==> config.mk <==
export PLATFORM = sky130hd
export DESIGN_NAME = pifo_sched
export DESIGN_NICKNAME = d
export VERILOG_FILES = /design/src/rtl/pifo_pkg.sv /design/src/rtl/pifo_flow_counters.sv /design/src/rtl/pifo_sched.sv
export SDC_FILE = /design/constraint.sdc
export NUM_CORES = 2
export LEC_CHECK = 0
export BUFFER_PORTS_ARGS = -buffer_cell sky130_fd_sc_hd__buf_2
export CAP_MARGIN = 20
export CELL_PAD_IN_SITES_DETAIL_PLACEMENT = 1
export CELL_PAD_IN_SITES_GLOBAL_PLACEMENT = 1
export CORE_ASPECT_RATIO = 1.2
export CORE_MARGIN = 2
export CORE_UTILIZATION = 45
export CTS_BUF_LIST = sky130_fd_sc_hd__clkbuf_4 sky130_fd_sc_hd__clkbuf_8
export CTS_CLUSTER_SIZE = 8
export DETAILED_ROUTE_END_ITERATION = 10
export PLACE_DENSITY_LB_ADDON = 0.1
export REMOVE_ABC_BUFFERS = 1
export SLEW_MARGIN = 20
export SYNTH_ARGS = -nofsm -noshare
export SYNTH_HDL_FRONTEND = slang
export SYNTH_HIERARCHICAL = 1
export SYNTH_SLANG_ARGS = --single-unit
==> constraint.sdc <==
create_clock -name clk -period 44.7 [get_ports clk]
set_input_delay 4.47 -clock clk [delete_from_list [all_inputs] [get_ports clk]]
set_output_delay 4.47 -clock clk [all_outputs]
set_load 0.05 [all_outputs]
==> src/rtl/pifo_pkg.sv <==
// rtl/pifo_pkg.sv - shared width helpers and rank compare for the PIFO scheduler
package pifo_pkg;

    // Widest rank the shared compare handles; narrower ranks are zero-extended.
    localparam int RANK_CMP_W = 64;

    // Flow id width, never narrower than one bit.
    function automatic int flow_w(input int flows);
        return (flows < 2) ? 1 : $clog2(flows);
    endfunction

    // Width of a counter that must hold 0..n inclusive.
    function automatic int count_w(input int n);
        return $clog2(n + 1);
    endfunction

    // Strict rank order: lower rank pops first, equal ranks keep arrival order.
    function automatic logic rank_lt(input logic [RANK_CMP_W-1:0] a,
                                     input logic [RANK_CMP_W-1:0] b);
        return a < b;
    endfunction

endpackage

==> src/rtl/pifo_flow_counters.sv <==
// rtl/pifo_flow_counters.sv - per-flow resident entry counters with cap check
module pifo_flow_counters
    import pifo_pkg::*;
#(
    parameter int FLOWS    = 8,
    parameter int FLOW_CAP = 16,
    parameter int FW       = 3
) (
    input  logic          clk,
    input  logic          rst,
    input  logic          inc,
    input  logic [FW-1:0] inc_flow,
    input  logic          dec,
    input  logic [FW-1:0] dec_flow,
    input  logic [FW-1:0] query_flow,
    output logic          cap_ok
);

    localparam int KW = count_w(FLOW_CAP);

    logic [KW-1:0] cnt_q [FLOWS];

    // An inc and dec hitting the same flow in one cycle cancel out.
    always_ff @(posedge clk or posedge rst) begin
        if (rst) begin
            for (int f = 0; f < FLOWS; f++) cnt_q[f] <= '0;
        end else begin
            for (int f = 0; f < FLOWS; f++) begin
                if ((inc && inc_flow == FW'(f)) && !(dec && dec_flow == FW'(f)))
                    cnt_q[f] <= cnt_q[f] + KW'(1);
                else if ((dec && dec_flow == FW'(f)) && !(inc && inc_flow == FW'(f)))
                    cnt_q[f] <= cnt_q[f] - KW'(1);
            end
        end
    end

    // Out-of-range flow ids match no counter and so are never under cap.
    always_comb begin
        cap_ok = 1'b0;
        for (int f = 0; f < FLOWS; f++)
            if (query_flow == FW'(f)) cap_ok = (cnt_q[f] < KW'(FLOW_CAP));
    end

endmodule

==> src/rtl/pifo_sched.sv <==
// rtl/pifo_sched.sv - rank-sorted single-push/single-pop PIFO scheduler
module pifo_sched
    import pifo_pkg::*;
#(
    parameter int SIZE     = 16,
    parameter int RANK_W   = 16,
    parameter int VALUE_W  = 32,
    parameter int FLOWS    = 8,
    parameter int FLOW_CAP = SIZE,
    parameter int EVICT    = 0
) (
    input  logic                       clk,
    input  logic                       rst,
    input  logic                       push_valid,
    output logic                       push_ready,
    input  logic [RANK_W-1:0]          push_rank,
    input  logic [VALUE_W-1:0]         push_value,
    input  logic [flow_w(FLOWS)-1:0]   push_flow,
    output logic                       pop_valid,
    input  logic                       pop_ready,
    output logic [RANK_W-1:0]          pop_rank,
    output logic [VALUE_W-1:0]         pop_value,
    output logic [flow_w(FLOWS)-1:0]   pop_flow,
    output logic                       evict_valid,
    output logic [VALUE_W-1:0]         evict_value,
    output logic [flow_w(FLOWS)-1:0]   evict_flow,
    output logic [count_w(SIZE)-1:0]   count
);

    localparam int FW = flow_w(FLOWS);
    localparam int CW = count_w(SIZE);

    typedef struct packed {
        logic [RANK_W-1:0]  rank;
        logic [VALUE_W-1:0] value;
        logic [FW-1:0]      flow;
    } entry_t;

    entry_t        ent_q  [SIZE];
    entry_t        ent_d  [SIZE];
    entry_t        ent_up [SIZE];
    entry_t        ent_dn [SIZE];
    entry_t        new_ent;
    logic [CW-1:0] count_q;
    logic [CW-1:0] count_d;
    logic [CW-1:0] ins_idx;
    logic [CW-1:0] ins_pos;
    logic          full;
    logic          tail_better;
    logic          cap_ok;
    logic          push_fire;
    logic          pop_fire;
    logic          evict_fire;
    logic [FW-1:0] dec_flow;

    // Valid entries occupy 0..count-1, so slot validity is just i < count.
    always_comb begin
        ins_idx = CW'(SIZE);
        for (int i = SIZE - 1; i >= 0; i--)
            if (!(CW'(i) < count_q) ||
                rank_lt(RANK_CMP_W'(push_rank), RANK_CMP_W'(ent_q[i].rank)))
                ins_idx = CW'(i);
    end

    // Handshake decode; push_ready deliberately ignores a same-cycle pop.
    always_comb begin
        full        = (count_q == CW'(SIZE));
        tail_better = rank_lt(RANK_CMP_W'(push_rank), RANK_CMP_W'(ent_q[SIZE-1].rank));
        push_ready  = cap_ok && (!full || ((EVICT != 0) && tail_better));
        push_fire   = push_valid && push_ready;
        pop_fire    = pop_ready && (count_q != '0);
        evict_fire  = push_fire && !pop_fire && full;
        dec_flow    = pop_fire ? ent_q[0].flow : ent_q[SIZE-1].flow;
        ins_pos     = (pop_fire && ins_idx != '0) ? ins_idx - CW'(1) : ins_idx;
    end

    // Neighbour views of the array used by the up/down shifts.
    always_comb begin
        for (int i = 0; i < SIZE; i++) begin
            ent_up[i] = '0;
            ent_dn[i] = '0;
        end
        for (int i = 1; i < SIZE; i++) begin
            ent_up[i]   = ent_q[i-1];
            ent_dn[i-1] = ent_q[i];
        end
    end

    // Next array contents for push, pop, or combined push+pop.
    always_comb begin
        new_ent.rank  = push_rank;
        new_ent.value = push_value;
        new_ent.flow  = push_flow;
        for (int i = 0; i < SIZE; i++) begin
            ent_d[i] = ent_q[i];
            if (push_fire && pop_fire) begin
                if (CW'(i) < ins_pos)       ent_d[i] = ent_dn[i];
                else if (CW'(i) == ins_pos) ent_d[i] = new_ent;
            end else if (push_fire) begin
                if (CW'(i) == ins_pos)      ent_d[i] = new_ent;
                else if (CW'(i) > ins_pos)  ent_d[i] = ent_up[i];
            end else if (pop_fire) begin
                ent_d[i] = ent_dn[i];
            end
        end
        count_d = count_q;
        if (push_fire && !pop_fire && !evict_fire) count_d = count_q + CW'(1);
        else if (pop_fire && !push_fire)           count_d = count_q - CW'(1);
    end

    // Array and occupancy state.
    always_ff @(posedge clk or posedge rst) begin
        if (rst) begin
            count_q <= '0;
            for (int i = 0; i < SIZE; i++) ent_q[i] <= '0;
        end else begin
            count_q <= count_d;
            for (int i = 0; i < SIZE; i++) ent_q[i] <= ent_d[i];
        end
    end

    // One-cycle report of the tail entry pushed out by a better-ranked push.
    always_ff @(posedge clk or posedge rst) begin
        if (rst) begin
            evict_valid <= 1'b0;
            evict_value <= '0;
            evict_flow  <= '0;
        end else begin
            evict_valid <= evict_fire;
            if (evict_fire) begin
                evict_value <= ent_q[SIZE-1].value;
                evict_flow  <= ent_q[SIZE-1].flow;
            end
        end
    end

    pifo_flow_counters #(
        .FLOWS    (FLOWS),
        .FLOW_CAP (FLOW_CAP),
        .FW       (FW)
    ) u_flow_counters (
        .clk        (clk),
        .rst        (rst),
        .inc        (push_fire),
        .inc_flow   (push_flow),
        .dec        (pop_fire || evict_fire),
        .dec_flow   (dec_flow),
        .query_flow (push_flow),
        .cap_ok     (cap_ok)
    );

    assign pop_valid = (count_q != '0);
    assign pop_rank  = ent_q[0].rank;
    assign pop_value = ent_q[0].value;
    assign pop_flow  = ent_q[0].flow;
    assign count     = count_q;

endmodule

== Yosys cells after proc, flatten, opt, wreduce, memory -nomap -nowiden ==
Cells that the tools add are included.

* Register bits after elaboration: 897
* Latch bits: 0
* RAM bits: 0
* ROM bits: 0
* Memories kept: 0

* Add/subtract/negate cells: 19
* Multipliers: 0
* Divide/modulo/power cells: 0
* $lt $le $gt $ge: 72
* Equal/unequal tests: 62
* Shift operators: 0
* Multiplexer cells: 156
* Bitwise logic cells: 0
* Reductions and logical operators: 125

{| class="wikitable"
|+ Operator list
! operator !! count
|-
| two-way mux 51 bit || 112
|-
| < comparator 16 bit || 16
|-
| two-way mux 5 bit || 35
|-
| < comparator 4 x 5 -> 1 bit (first input constant) || 16
|-
| != test 4 x 1 -> 1 bit (second input constant) || 16
|-
| subtractor 5 x 1 -> 5 bit (second input constant) || 10
|-
| != test 3 x 1 -> 1 bit (second input constant) || 16
|-
| AND reduction 3 bit || 16
|-
| adder 5 x 1 -> 5 bit (second input constant) || 9
|-
| logical AND 1 bit || 41
|-
| == test 4 x 5 -> 1 bit (first input constant) || 8
|-
| > comparator 4 x 5 -> 1 bit (first input constant) || 8
|-
| < comparator 3 x 5 -> 1 bit (first input constant) || 8
|-
| < comparator 5 bit (second input constant) || 8
|-
| logical NOT 1 bit || 36
|-
| == test 3 bit (second input constant) || 8
|-
| == test 3 x 5 -> 1 bit (first input constant) || 4
|-
| > comparator 3 x 5 -> 1 bit (first input constant) || 4
|-
| < comparator 1 x 5 -> 1 bit (first input constant) || 4
|-
| < comparator 2 x 5 -> 1 bit (first input constant) || 4
|-
| nonzero test 2 bit || 9
|-
| logical OR 1 bit || 17
|-
| == test 3 x 2 -> 1 bit (second input constant) || 4
|-
| == test 2 x 5 -> 1 bit (first input constant) || 2
|-
| 11 further kinds || 23
|}

== Longest topological paths before layout ==
* Depth after elaboration: 27
* Mapped depth: 26
* Depth with buffers taken out: 22

== Modules after synthesis ==
The synthesis kept the hierarchy.

{| class="wikitable"
|+ Modules (own cells, without submodules)
! module !! times used !! cells each !! area an instance (sq um) !! sequential area each (sq um)
|-
| pifo_sched || 1 || 5972 || 52739.3 || 21445.6
|-
| pifo_flow_counters || 1 || 251 || 2642.5 || 1001.0
|}

== Worst setup path before layout ==
No wires, ideal clock.

* Path type: input-to-output
* Start: input push_flow[0]
* End: output push_ready
* Data arrival time: 5.600 ns
* Path slack: 34.630 ns
* Cell stages on the path: 3
* Path through: mux4_1 mux2i_1 o31a_1

* Longest elaborated chain between the ends: 10

{| class="wikitable"
|+ Ends and longest elaborated chain
! what !! RTL line !! source
|-
| start: declaration || pifo_sched.sv:18 || <nowiki>input logic [flow_w(FLOWS)-1:0] push_flow,</nowiki>
|-
| logical NOT 3 bit || pifo_flow_counters.sv:41 || <nowiki>if (query_flow == FW'(f)) cap_ok = (cnt_q[f] < KW'(FLOW_CAP));</nowiki>
|-
| two-way mux 1 bit (7 in a row) || pifo_flow_counters.sv:41 ||
|-
| two-way mux 1 bit * || pifo_flow_counters.sv:41 ||
|-
| named net cap_ok || pifo_sched.sv:50 || <nowiki>logic cap_ok;</nowiki>
|-
| logical AND 1 bit * || pifo_sched.sv:69 || <nowiki>push_ready = cap_ok && (!full || ((EVICT != 0) && tail_better));</nowiki>
|-
| end: declaration || pifo_sched.sv:15 || <nowiki>output logic push_ready,</nowiki>
|}

Mark *: on every way through the listed nets, which the timed path passes. The rest lies on a longest branch.

== Worst setup path in the final report ==
* Start: input push_rank[14]
* End: register ent_dn[401] (netlist name)

* Longest elaborated chain between the ends: 25

{| class="wikitable"
|+ Ends and longest elaborated chain
! what !! RTL line !! source
|-
| start: declaration || pifo_sched.sv:16 || <nowiki>input logic [RANK_W-1:0] push_rank,</nowiki>
|-
| < comparator 16 bit || n/a ||
|-
| logical OR 1 bit || pifo_sched.sv:60 || <nowiki>if (!(CW'(i) < count_q) ||</nowiki>
|-
| two-way mux 5 bit (15 in a row) || pifo_sched.sv:60 ||
|-
| two-way mux 5 bit * || pifo_sched.sv:60 ||
|-
| branches (longest 2 deep; another with subtractor 5 x 1 -> 5 bit) || n/a ||
|-
| two-way mux 5 bit * || pifo_sched.sv:74 || <nowiki>ins_pos = (pop_fire && ins_idx != '0) ? ins_idx - CW'(1) : ins_idx;</nowiki>
|-
| branches (longest 4 deep; another with > comparator 4 x 5 -> 1 bit) || n/a ||
|}

Mark *: on every way between the ends.
A chain may end at the register's enable or synchronous reset.

==> results_dict.tcl <==
set metrics [dict create \
    cap_violations 0 \
    mostFrequentLayoutCell "dfrtp_1" \
    postLayoutCellArea_mm2 0.0609 \
    routedWlPerCell_um 31.4 \
    drc 0 \
    cts_resized 0 \
    crit_fanout 53 \
    yosysWarnings 6 \
    slowest_stage "nor2_1" \
    slew-limit-headroom 0.205 \
    fp.dieH_um 388 \
    synth_cell_types 97 \
    worstHoldPathType "flip-flop to flip-flop" \
    rsz0062_at_grt "no" \
    power_mw 5.88 \
    use_met2 0.616 \
    grt-busiest-layer "met2" \
    fmax_mhz 81.4 \
    gp_congestion 0.957 \
    clk_latency_ps 960 \
    clock_sinks 897 \
    reg2reg_slack_ps 36200 \
    reg2reg_depth 23 \
    finish.utilization 0.496 \
    r2r-end "ent_dn[401]" \
    fin_crit_sh 0.275 \
    worstHoldPathCells 0 \
    hpwl_um 154000 \
    fin_crit_ps 12290 \
    final.setup.tns_ps 0 \
    ctsHoldBuffers 0 \
    peakVddDrop_mv 0.0709 \
    hold_viol 0 \
    grt_max_degree 147 \
    setup_violations 0 \
    cts_max_level 4 \
    grt_pass1_wl_um 365000 \
    initial_core_util 0.452 \
    use_met3 0.0817 \
    setup.worst_path.end_class "flip-flop" \
    path_buf_inv 5 \
    max_stage_delay_ps 730 \
    mostFrequentLayoutCells "dfrtp_1, a21oi_1, nand2_1" \
    cp_common_cell "buf_4" \
    grt_overflow 0 \
    arrival_ps 13090 \
    ys_ff_latch 897 \
    endpoint "ent_dn[401]" \
    r2r_start "ent_dn[101]" \
    initialDrtViolationCount 5821 \
    cts_buffers 166 \
    cts-root-buf "clkbuf_8" \
    syn_avg_cell_area_um2 8.90 \
    grt_use_met1 0.460 \
    synth-edff-count 0 \
    yosysSeqAreaShare 0.405 \
    syn_area_mm2 0.0554 \
    vias_per_cell 6.98 \
    leakage_nw 25.7 \
    die-area_mm2 0.126 \
    clk_path_buf_depth 3 \
    synth_flop_cell "dfrtp_1" \
    grt_usage 0.385 \
    vias 54600 \
    antenna_found_initial 5 \
    slew_violations 0 \
    postCtsSetupRepairBufs 0 \
    cts_tree "built" \
    coreArea_mm2 0.123 \
    ys_async_sr_fraction 1.00 \
    io_buffers 148 \
    synth_cells 6223 \
    worstSetupPathType "input pin to flip-flop" \
    crit_cells 24 \
    final_nets 6375 \
    ioPinCount 149 \
    die_w_um 324 \
    rows 141 \
    crit_required_ps 45500 \
    first_global_vias 56700 \
    finClkSkew_ps 37.5 \
    clk_pin_slew_ps 60 \
    area_growth_pct 9.91 \
    worstSetupStartpoint "push_rank[14]" \
    power_density_mw_per_mm2 96.5 \
    worstPathCellList "buf_2, buf_4, ha_1, nand4_1, or3_1, or4_1, a41oi_1, a21o_1, a31oi_1, o211ai_1, nor2b_1, ha_1, nor2_1, nand2_1, a21oi_1, a41o_2, buf_4, nor2_1, nand3_1, a32oi_4, buf_4, and2_2, buf_4, a21oi_1" \
    worst_pin_slew_ps 1180 \
    wl_um 245000 \
    antenna_left 0 \
    drive_gt1_frac 0.134 \
    crit_family "simple AND/OR/NAND/NOR gates" \
    firstDrtPassIters 10 \
    placed_cell_area_mm2 0.0572 \
    crit_path_start_kind "input pin" \
    status "finished, final reports clean" \
]
[final cells by class]
class / instances / area [um2]
Clock buffer: 275 / 3350
Timing Repair Buffer: 295 / 1950
Clock inverter: 23 / 211
Inverter: 307 / 1160
Fill cell: 14000 / 61700
Multi-Input combinational cell: 4367 / 29700
Tap cell: 1644 / 2060
Sequential cell: 897 / 22400
Antenna cell: 3 / 7.51
[Yosys cell counts, types with 36 or more instances]
| cell type | count | share of area |
|---|---|---|
| nor2_1 | 457 | 0.031 |
| a32o_1 | 54 | 0.0098 |
| buf_2 | 135 | 0.012 |
| dfrtp_1 | 897 | 0.41 |
| clkbuf_1 | 482 | 0.033 |
| o21ai_0 | 454 | 0.041 |
| o31ai_1 | 64 | 0.0087 |
| nand2_1 | 538 | 0.036 |
| nor3_1 | 58 | 0.0052 |
| inv_1 | 305 | 0.021 |
| o21a_1 | 58 | 0.0079 |
| nand3_1 | 58 | 0.0052 |
| a222oi_1 | 127 | 0.023 |
| a221oi_1 | 100 | 0.016 |
| a22oi_1 | 176 | 0.024 |
| o22ai_1 | 285 | 0.032 |
| a31oi_1 | 124 | 0.014 |
| a2bb2oi_1 | 52 | 0.0082 |
| o22a_1 | 70 | 0.011 |
| mux2_2 | 121 | 0.025 |
| o32ai_1 | 62 | 0.0098 |
| ha_1 | 278 | 0.063 |
| mux2i_1 | 71 | 0.013 |
| a221o_1 | 36 | 0.0065 |
| a21oi_1 | 551 | 0.050 |
| a32oi_1 | 57 | 0.0090 |
[stage by stage]
| stage | instances | hold slack (ps) | setup slack [ps] |
|---|---|---|---|
| 6_report | 7811 | 369 | 32410 |
| 5_1_grt | 7809 | 380 | 32240 |
| 4_1_cts | 7804 | 375 | 32630 |
| 3_5_place_dp | 7506 | 362 | 31690 |
| 3_3_place_gp | 7506 | 360 | 31760 |
| 2_1_floorplan | 5571 | 438 | 16150 |
[how the worst min path moves through the flow]
| stage | from | endpoint | slack [ps] |
|---|---|---|---|
| after floorplan | u_flow_counters/cnt_q[24] | u_flow_counters/cnt_q[24] | 440 |
| after CTS | evict_value[2] | evict_value[2] | 370 |
| after global routing | evict_value[29] | evict_value[29] | 380 |
| after detailed placement | evict_value[2] | evict_value[2] | 360 |
| after global placement | evict_value[30] | evict_value[30] | 360 |
| final | evict_value[7] | evict_value[7] | 370 |
[worst reg2reg max path: stages, from the launching register on]
cell,delay [ps]
dfrtp_1,380
inv_1,70
ha_1,320
nand4_1,150
or3_1,390
or4_1,500
a41oi_1,260
a21o_1,150
a31oi_1,130
o211ai_1,390
nor2b_1,390
ha_1,290
nor2_1,80
nand2_1,80
a21oi_1,90
a41o_2,490
buf_4,400
nor2_1,740
nand3_1,640
a32oi_4,400
buf_4,640
and2_2,720
buf_4,530
a21oi_1,160
[kinds of logic (layout without fill, tap and decap cells)]
kind of cell | count (synthesis) | in the layout | share of synthesized area
AO/OA/AOI/OAI | 2559 | 2559 | 0.314
XOR/XNOR | 35 | 35 | 0.00554
adder cells (fa/ha/maj) | 286 | 286 | 0.0657
buffers and inverters | 959 | 900 | 0.0689
flip-flops | 897 | 897 | 0.405
multiplexers | 201 | 201 | 0.0398
other | 1 | 4 | 0.0000677
AND/OR/NAND/NOR | 1285 | 1285 | 0.100
[routing by layer]
metal  part of all wire  vias to the layer above
li1                   -                    23100
met1               0.38                    27800
met2               0.47                     2688
met3              0.078                      930
met4              0.077                        6
met5            0.00016                        -
[power by group]
part	switching, mW	internal (mW)
clock network	0.390	0.478
registers	0.446	1.22
logic	2.22	1.12
[registers in the layout, summed over array words and instances (netlist names)]
signal and cells:
pop_flow 3, count 5, evict_value 32, evict_valid 1, ent_dn 765, pop_value 32, u_flow_counters/cnt_q 40, evict_flow 3
pop_rank 16
Power figures use the tool's default switching activity.
